<file path="src/rtl/invariant_monitor.sv">
`default_nettype none
// ============================================================================
// Module   : invariant_monitor
// Purpose  : Sticky checker for Sodor invariant cond/arg0 pairs. It records the
//            first failing invariant, its sample timestamp and the count of
//            violating sampled cycles.
// Options  : define INV_MON_HALT_EN to drive the zero-latency halt output.
// Revision : 1.0 - initial release
// ============================================================================
module invariant_monitor #(
    parameter int NUM_INV = 10,
    parameter int WARMUP  = 2,
    parameter int CNT_W   = 16,
    parameter int CYC_W   = 32,
    localparam int ID_W   = (NUM_INV > 1) ? $clog2(NUM_INV) : 1
) (
    input  logic               clock,
    input  logic               reset_n,
    input  logic [NUM_INV-1:0] inv_cond,
    input  logic [NUM_INV-1:0] inv_arg0,
    input  logic [NUM_INV-1:0] inv_mask,
    input  logic               sample,
    input  logic               clear,
    output logic               armed,
    output logic               fail,
    output logic               viol_pulse,
    output logic [NUM_INV-1:0] viol_vec,
    output logic [ID_W-1:0]    first_id,
    output logic [CYC_W-1:0]   first_cycle,
    output logic [CNT_W-1:0]   viol_count,
    output logic               halt
);

    localparam int c_WC_W      = (WARMUP > 1) ? $clog2(WARMUP) : 1;
    localparam int c_WARM_LAST = (WARMUP > 0) ? WARMUP - 1 : 0;

    localparam logic [1:0] c_ST_WARMUP = 2'd0;
    localparam logic [1:0] c_ST_ARMED  = 2'd1;
    localparam logic [1:0] c_ST_FAILED = 2'd2;
    localparam logic [1:0] c_ST_INIT   = (WARMUP == 0) ? c_ST_ARMED : c_ST_WARMUP;

    logic [1:0]         r_state;
    logic [1:0]         w_state_nxt;
    logic [c_WC_W-1:0]  r_warm_cnt;
    logic [CYC_W-1:0]   r_sample_cnt;
    logic               r_viol_pulse;
    logic [NUM_INV-1:0] r_viol_vec;
    logic [ID_W-1:0]    r_first_id;
    logic [CYC_W-1:0]   r_first_cycle;
    logic [CNT_W-1:0]   r_viol_count;

    logic [NUM_INV-1:0] w_hit_vec;
    logic               w_hit;
    logic               w_live;
    logic               w_warm_done;
    logic               w_take;
    logic               w_clr;
    logic [ID_W-1:0]    w_first_id;

    assign w_hit_vec   = inv_mask & inv_cond & ~inv_arg0;
    assign w_hit       = |w_hit_vec;
    assign w_live      = (r_state == c_ST_ARMED) || (r_state == c_ST_FAILED);
    assign w_warm_done = (r_warm_cnt == c_WC_W'(c_WARM_LAST));
    // clear outranks a same-cycle hit, so the hit is never counted
    assign w_clr       = w_live && clear;
    assign w_take      = w_live && sample && w_hit && !clear;

    always_comb begin
        w_first_id = '0;
        for (int i = NUM_INV - 1; i >= 0; i--) begin
            if (w_hit_vec[i]) w_first_id = ID_W'(i);
        end
    end

    always_comb begin
        w_state_nxt = r_state;
        case (r_state)
            c_ST_WARMUP: if (sample && w_warm_done) w_state_nxt = c_ST_ARMED;
            c_ST_ARMED:  if (clear) w_state_nxt = c_ST_ARMED;
                         else if (sample && w_hit) w_state_nxt = c_ST_FAILED;
            c_ST_FAILED: if (clear) w_state_nxt = c_ST_ARMED;
            default:     w_state_nxt = c_ST_INIT;
        endcase
    end

    always_ff @(posedge clock) begin
        if (!reset_n) r_state <= c_ST_INIT;
        else          r_state <= w_state_nxt;
    end

    always_ff @(posedge clock) begin
        if (!reset_n) begin
            r_warm_cnt    <= '0;
            r_sample_cnt  <= '0;
            r_viol_pulse  <= 1'b0;
            r_viol_vec    <= '0;
            r_first_id    <= '0;
            r_first_cycle <= '0;
            r_viol_count  <= '0;
        end else begin
            r_viol_pulse <= 1'b0;
            if (sample && (r_sample_cnt != '1))
                r_sample_cnt <= r_sample_cnt + CYC_W'(1);
            if ((r_state == c_ST_WARMUP) && sample && !w_warm_done)
                r_warm_cnt <= r_warm_cnt + c_WC_W'(1);
            if (w_clr) begin
                r_viol_vec    <= '0;
                r_first_id    <= '0;
                r_first_cycle <= '0;
                r_viol_count  <= '0;
            end else if (w_take) begin
                r_viol_vec   <= r_viol_vec | w_hit_vec;
                r_viol_pulse <= 1'b1;
                if (r_viol_count != '1)
                    r_viol_count <= r_viol_count + CNT_W'(1);
                // timestamp is the pre-increment sample count
                if (r_state == c_ST_ARMED) begin
                    r_first_id    <= w_first_id;
                    r_first_cycle <= r_sample_cnt;
                end
            end
        end
    end

    assign armed       = (r_state == c_ST_ARMED);
    assign fail        = (r_state == c_ST_FAILED);
    assign viol_pulse  = r_viol_pulse;
    assign viol_vec    = r_viol_vec;
    assign first_id    = r_first_id;
    assign first_cycle = r_first_cycle;
    assign viol_count  = r_viol_count;

`ifdef INV_MON_HALT_EN
    assign halt = (r_state == c_ST_FAILED) || ((r_state == c_ST_ARMED) && w_take);
`else
    assign halt = 1'b0;
`endif

endmodule
`default_nettype wire

</file>
<file path="config.mk">
export PLATFORM = sky130hd
export DESIGN_NAME = invariant_monitor
export DESIGN_NICKNAME = d
export VERILOG_FILES = /design/src/rtl/invariant_monitor.sv
export SDC_FILE = /design/constraint.sdc
export NUM_CORES = 1
export LEC_CHECK = 0
export CELL_PAD_IN_SITES_DETAIL_PLACEMENT = 0
export CELL_PAD_IN_SITES_GLOBAL_PLACEMENT = 2
export CORE_ASPECT_RATIO = 1.2
export CORE_UTILIZATION = 33
export CTS_BUF_LIST = sky130_fd_sc_hd__clkbuf_4 sky130_fd_sc_hd__clkbuf_8
export DETAILED_ROUTE_END_ITERATION = 10
export PLACE_DENSITY = 0.95
export SYNTH_ARGS = -nofsm -noshare
export SYNTH_HDL_FRONTEND = slang
export SYNTH_SLANG_ARGS = --single-unit
</file>
<file path="constraint.sdc">
create_clock -name clock -period 3.9 [get_ports clock]
set_clock_uncertainty 0.15 [all_clocks]
set_input_delay 0.78 -clock clock [delete_from_list [all_inputs] [get_ports clock]]
set_output_delay 0.78 -clock clock [all_outputs]
set_load 0.05 [all_outputs]
</file>
**After elaboration in Yosys (flattened, before gate mapping)**

Cells that the tools add are included.

- Register bits after elaboration: 98
- Input port bits: 34
- Word-level logic and storage cells: 57

- Add/sub/neg operators: 3
- Equality and inequality tests: 7
- Multiplexer cells: 16
- Bitwise gates (word level): 5
- Reduce and logical (&&, ||, !) cells: 18

Operator list:

| cell | number |
|---|---|
| two-way mux 4 bit | 10 |
| adder 32 x 1 -> 32 bit, second input constant | 1 |
| inequality test 32 bit, second input constant | 1 |
| bitwise AND 10 bit | 2 |
| adder 16 x 1 -> 16 bit, second input constant | 1 |
| inequality test 16 bit, second input constant | 1 |
| NOT 10 bit | 1 |
| bitwise OR 10 bit | 1 |
| OR reduction 10 bit | 1 |
| logical AND 1 bit | 9 |
| two-way mux 2 bit | 4 |
| one-hot mux 2 bit (3 select lines) | 1 |
| inequality test 2 bit, second input constant | 2 |
| AND reduction 2 bit | 2 |
| inequality test 3 x 2 -> 1 bit, second input constant | 1 |
| AND reduction 3 bit | 1 |
| == test 2 x 1 -> 1 bit, second input constant | 1 |
| == test 2 bit, second input constant | 1 |
| zero test 1 bit | 2 |
| zero test 2 bit | 1 |
| OR reduction 2 bit | 1 |
| adder 1 bit, second input constant | 1 |
| logical OR 1 bit | 1 |
| two-way mux 1 bit | 1 |
| NOT 1 bit | 1 |

**Depth between registers and ports, before layout**

- Depth in word-level cells: 12
- Gate-level depth with buffers: 9
- Depth with buffers taken out: 7

**Worst setup path after synthesis**

No wires, ideal clock.

- Path kind: input-to-reg
- Start point: input inv_arg0[5]
- End point: register r_first_cycle[18], in the netlist first_cycle[18]
- Setup time: 128 ps
- Arrival: 2327 ps
- Data required time: 3622 ps
- Setup slack: 1296 ps
- Stages: 7
- Path through: nand3b_1 and4_1 a31oi_1 buf_1 buf_2 mux2i_1 nor2_1

- Longest elaborated chain between the ends: 6

Ends and longest elaborated chain:

| element | line | RTL |
|---|---|---|
| start, declared | 20 | `input logic [NUM_INV-1:0] inv_arg0,` |
| NOT 10 bit | 60 | `assign w_hit_vec = inv_mask & inv_cond & ~inv_arg0;` |
| bitwise AND 10 bit | 60 |  |
| OR reduction 10 bit | 61 | `assign w_hit = \|w_hit_vec;` |
| logical AND 1 bit (2 in series) | 66 | `assign w_take = w_live && sample && w_hit && !clear;` |
| AND reduction 2 bit (no source line) | - |  |
| end signal, assigned | 119 | `r_first_cycle <= r_sample_cnt;` |
| end, declared | 49 | `logic [CYC_W-1:0] r_first_cycle;` |

Every way passes these cells.
A chain may end at the register's enable or synchronous reset.

**Worst setup path in the final report**

- Start point: register r_state[1]
- End point: output armed

- Longest elaborated chain between the ends: 1

Ends and longest elaborated chain:

| element | line | RTL |
|---|---|---|
| start, declared | 42 | `logic [1:0] r_state;` |
| start signal, assigned | 87 | `if (!reset_n) r_state <= c_ST_INIT;` |
| start signal, assigned | 88 | `else r_state <= w_state_nxt;` |
| == test 2 x 1 -> 1 bit | 125 | `assign armed = (r_state == c_ST_ARMED);` |
| end, declared | 24 | `output logic armed,` |

Every way passes these cells.

==> impl_results.md <==
- Outcome: complete, no violations
- Largest area contributor in the netlist: dfxtp_1
- Adder-cell share of the synthesized area: 1.698%
- Post-route DRC: 0
- CP max FO: 4
- Nets@finish: 637
- DP Wirelength: 8035 um
- Distinct cells, synth: 44
- Max transition margin: 28.30%
- Compound-Gate Fraction of Synth Area: 13.81%
- Wire per inst: 14.56 um
- Largest family of logic cells by synthesized area: simple AND/OR/NAND/NOR gates
- Register area share after synthesis: 44.38%
- Setup crit start kind: flip-flop
- Port buffer count: 98
- Max Slew Vio Count: 0
- First-pass GRT wire length: 18840 um
- Simple logic cell fraction of the synthesized area: 25.47%
- Via count: 4043
- Slew at the pin with the worst max-slew slack: 1069 ps
- Clk buf depth: 2
- Post-Syn Area per Cell: 8.771 um^2
- Cts repair resizes: 0
- Lkg Pwr: 1.841 nW
- Post-synth EDFFs: 0
- Crit end category: primary output
- Std-Cell Rows: 45
- Initial antenna violation count: 0
- Proportion of layout cells with a drive suffix above 1: 5.648%
- Setup violators final: 0
- FFs w/ async S/R, synth: 0%
- Setup CP Type: reg2out
- Initial core utilization: 34.43%
- Clock Root Buffer: clkbuf_8
- Vias/cell: 5.278
- Post-CTS setup buffers: 0
- Die span in x: 107.7 um
- Chip height: 128.8 um
- XOR/XNOR Fraction of Synth Area: 1.981%
- Vias in the first global route: 3926
- Fmax: 356.0 MHz
- Setup TNS: 0 ps
- Total grt overflow: 0
- Final-report hold violation count: 0
- Power Dens Cells: 342.4 nW/um^2
- Main flop type after synthesis: dfxtp_1
- DR pass1 iterations: 6
- Post-synthesis mux area share: 9.057%
- CTS Buf Count: 9
- Clk sink count: 98
- Synth top area cells: dfxtp_1 (44%), mux2i_1 (9.1%), nand2_1 (4.2%), nor2_1 (4.1%), a21oi_1 (3.7%)
- Ys Warns: 0
- Max-Cap Viols: 0
- Tot GR Track Use: 16.95%
- Clk_lat worst skew: 370 ps
- Starting DRT DRC Count: 137
- Antenna-violating nets left: 0
- # hold bufs at CTS: 0
- Synth Cell Area: 4420 um^2
- Utilization after layout: 45.16%
- Largest net degree at the start of global routing: 37
- Antenna diodes: 0
- Worst VDD drop: 0.0001825 V
- Worst min-delay path class: reg2reg
- Worst path cell trace: inv_1, ha_1, clkdlybuf4s50_1
- Yosys reg bits: 98
- Routed wire length: 11160 um
- Critical Path Max Stage Delay: 840 ps
- Syn-to-layout area delta: 31.14%
- H-Tree Depth: 3
- CP arrival: 1880 ps
- Syn Inst Count: 504
- CTS tree: built
- Clock slew at reported path FFs: 100 ps
- Worst path slowest cell: clkdlybuf4s50_1
- I/O Pins: 100
- Core outline area: 12840 um^2
- Unrepaired setup endpoints after global routing: false
- Worst EP required: 2970 ps
- Syn_nets: 544
- Commonest cells post-synth: dfxtp_1 (98), nand2_1 (50), nor2_1 (48)
- Synth top area share: 44.38%
- Min Tclk post-route: 2809 ps
- Full die area: 13860 um^2
- Gpl congestion: 0.7550
- Fin crit share: 72.03%
- Top-count cell post-synth: dfxtp_1
==> worst paths after layout <==
kind,from,to,slack (ps),cells past startpoint
setup / recovery,r_state[1]$_SDFFE_PN0P_,armed,1090,3
setup reg to reg,r_sample_cnt[9]$_SDFFE_PN0P_,r_sample_cnt[3]$_SDFFE_PN0P_,1200,5
hold / removal,viol_vec[6]$_SDFFE_PP0P_,viol_vec[6]$_SDFFE_PP0P_,310,2
hold reg to reg,viol_vec[6]$_SDFFE_PP0P_,viol_vec[6]$_SDFFE_PP0P_,310,2
==> power by group <==
group          switching [W]  internal [W]
Sequential         0.0000123       0.00101
Clock               0.000369      0.000305
Combinational       0.000174      0.000112
Total               0.000555       0.00143
==> critical path, delay by kind of cell (launching register included) <==
family	cells	cell delay, ps
adder cells (fa/ha/maj)	1	220
buffers and inverters	2	930
flip-flops	1	360
==> routing by layer <==
metal	GRT usage (%)	share of wire [%]	routed length (um)
met5	0	0	0
met4	6.688	1.7	185
met3	3.040	5.1	571
met2	28.88	48	5364
met1	21.09	45	5034
==> kinds of logic (layout without fill, tap and decap cells) <==
group / Yosys count / count (layout)
XOR/XNOR: 10 / 10
flip-flops: 98 / 98
multiplexers: 40 / 40
other: 1 / 1
buffers and inverters: 39 / 137
AO/OA/AOI/OAI: 99 / 99
AND/OR/NAND/NOR: 211 / 211
adder cells (fa/ha/maj): 6 / 6
==> cell usage in the layout, fill, tap and decap left out, types with 2 or more instances in the layout <==
cell and count:
a211oi_1 5, a21oi_1 33, a31o_2 3, and2_1 3, and3_1 6, and4_1 10, buf_4 8, clkbuf_8 9
clkdlybuf4s50_1 98, clkinvlp_4 3, dfxtp_1 98, ha_1 6, inv_1 14, mux2i_1 40, nand2_1 50, nand2b_1 6
nand3_1 14, nand3b_1 11, nand4_1 14, nor2_1 48, nor2b_1 2, nor3_1 7, nor4_1 4, o211ai_1 2
o21ai_0 26, o311ai_0 3, o31ai_1 18, or3_1 15, or4_1 16, xnor2_1 7, xor2_1 3
==> stage by stage <==
step	power (W)	setup slack [ps]	hold slack [ps]	std cells	area [um^2]
6_report	0.001985	1091	309.2	766	5797
5_1_grt	0.002077	862.5	341.1	766	5797
4_1_cts	0.002005	1071	313.5	766	5797
3_5_place_dp	0.001335	934.0	291.3	750	5599
3_3_place_gp	0.001328	974.2	289.4	750	5599
2_1_floorplan	0.001226	1296	286.6	504	4420
==> flip-flops by register name, indices dropped and copies added, names as in the netlist <==
signal and flops:
first_cycle 32, first_id 4, r_sample_cnt 32, r_state 2, r_warm_cnt 1, viol_count 16
viol_pulse 1, viol_vec 10
==> final cells by class <==
type | instances | area [um^2]
Timing Repair Buffer | 107 | 1061
Clock buffer | 10 | 131.4
Multi-Input combinational cell | 367 | 2318
Sequential cell | 98 | 1962
Clock inverter | 6 | 66.31
Tap cell | 164 | 205.2
Inverter | 14 | 52.55
Fill cell | 1280 | 7041
Power figures use the tool's default switching activity.
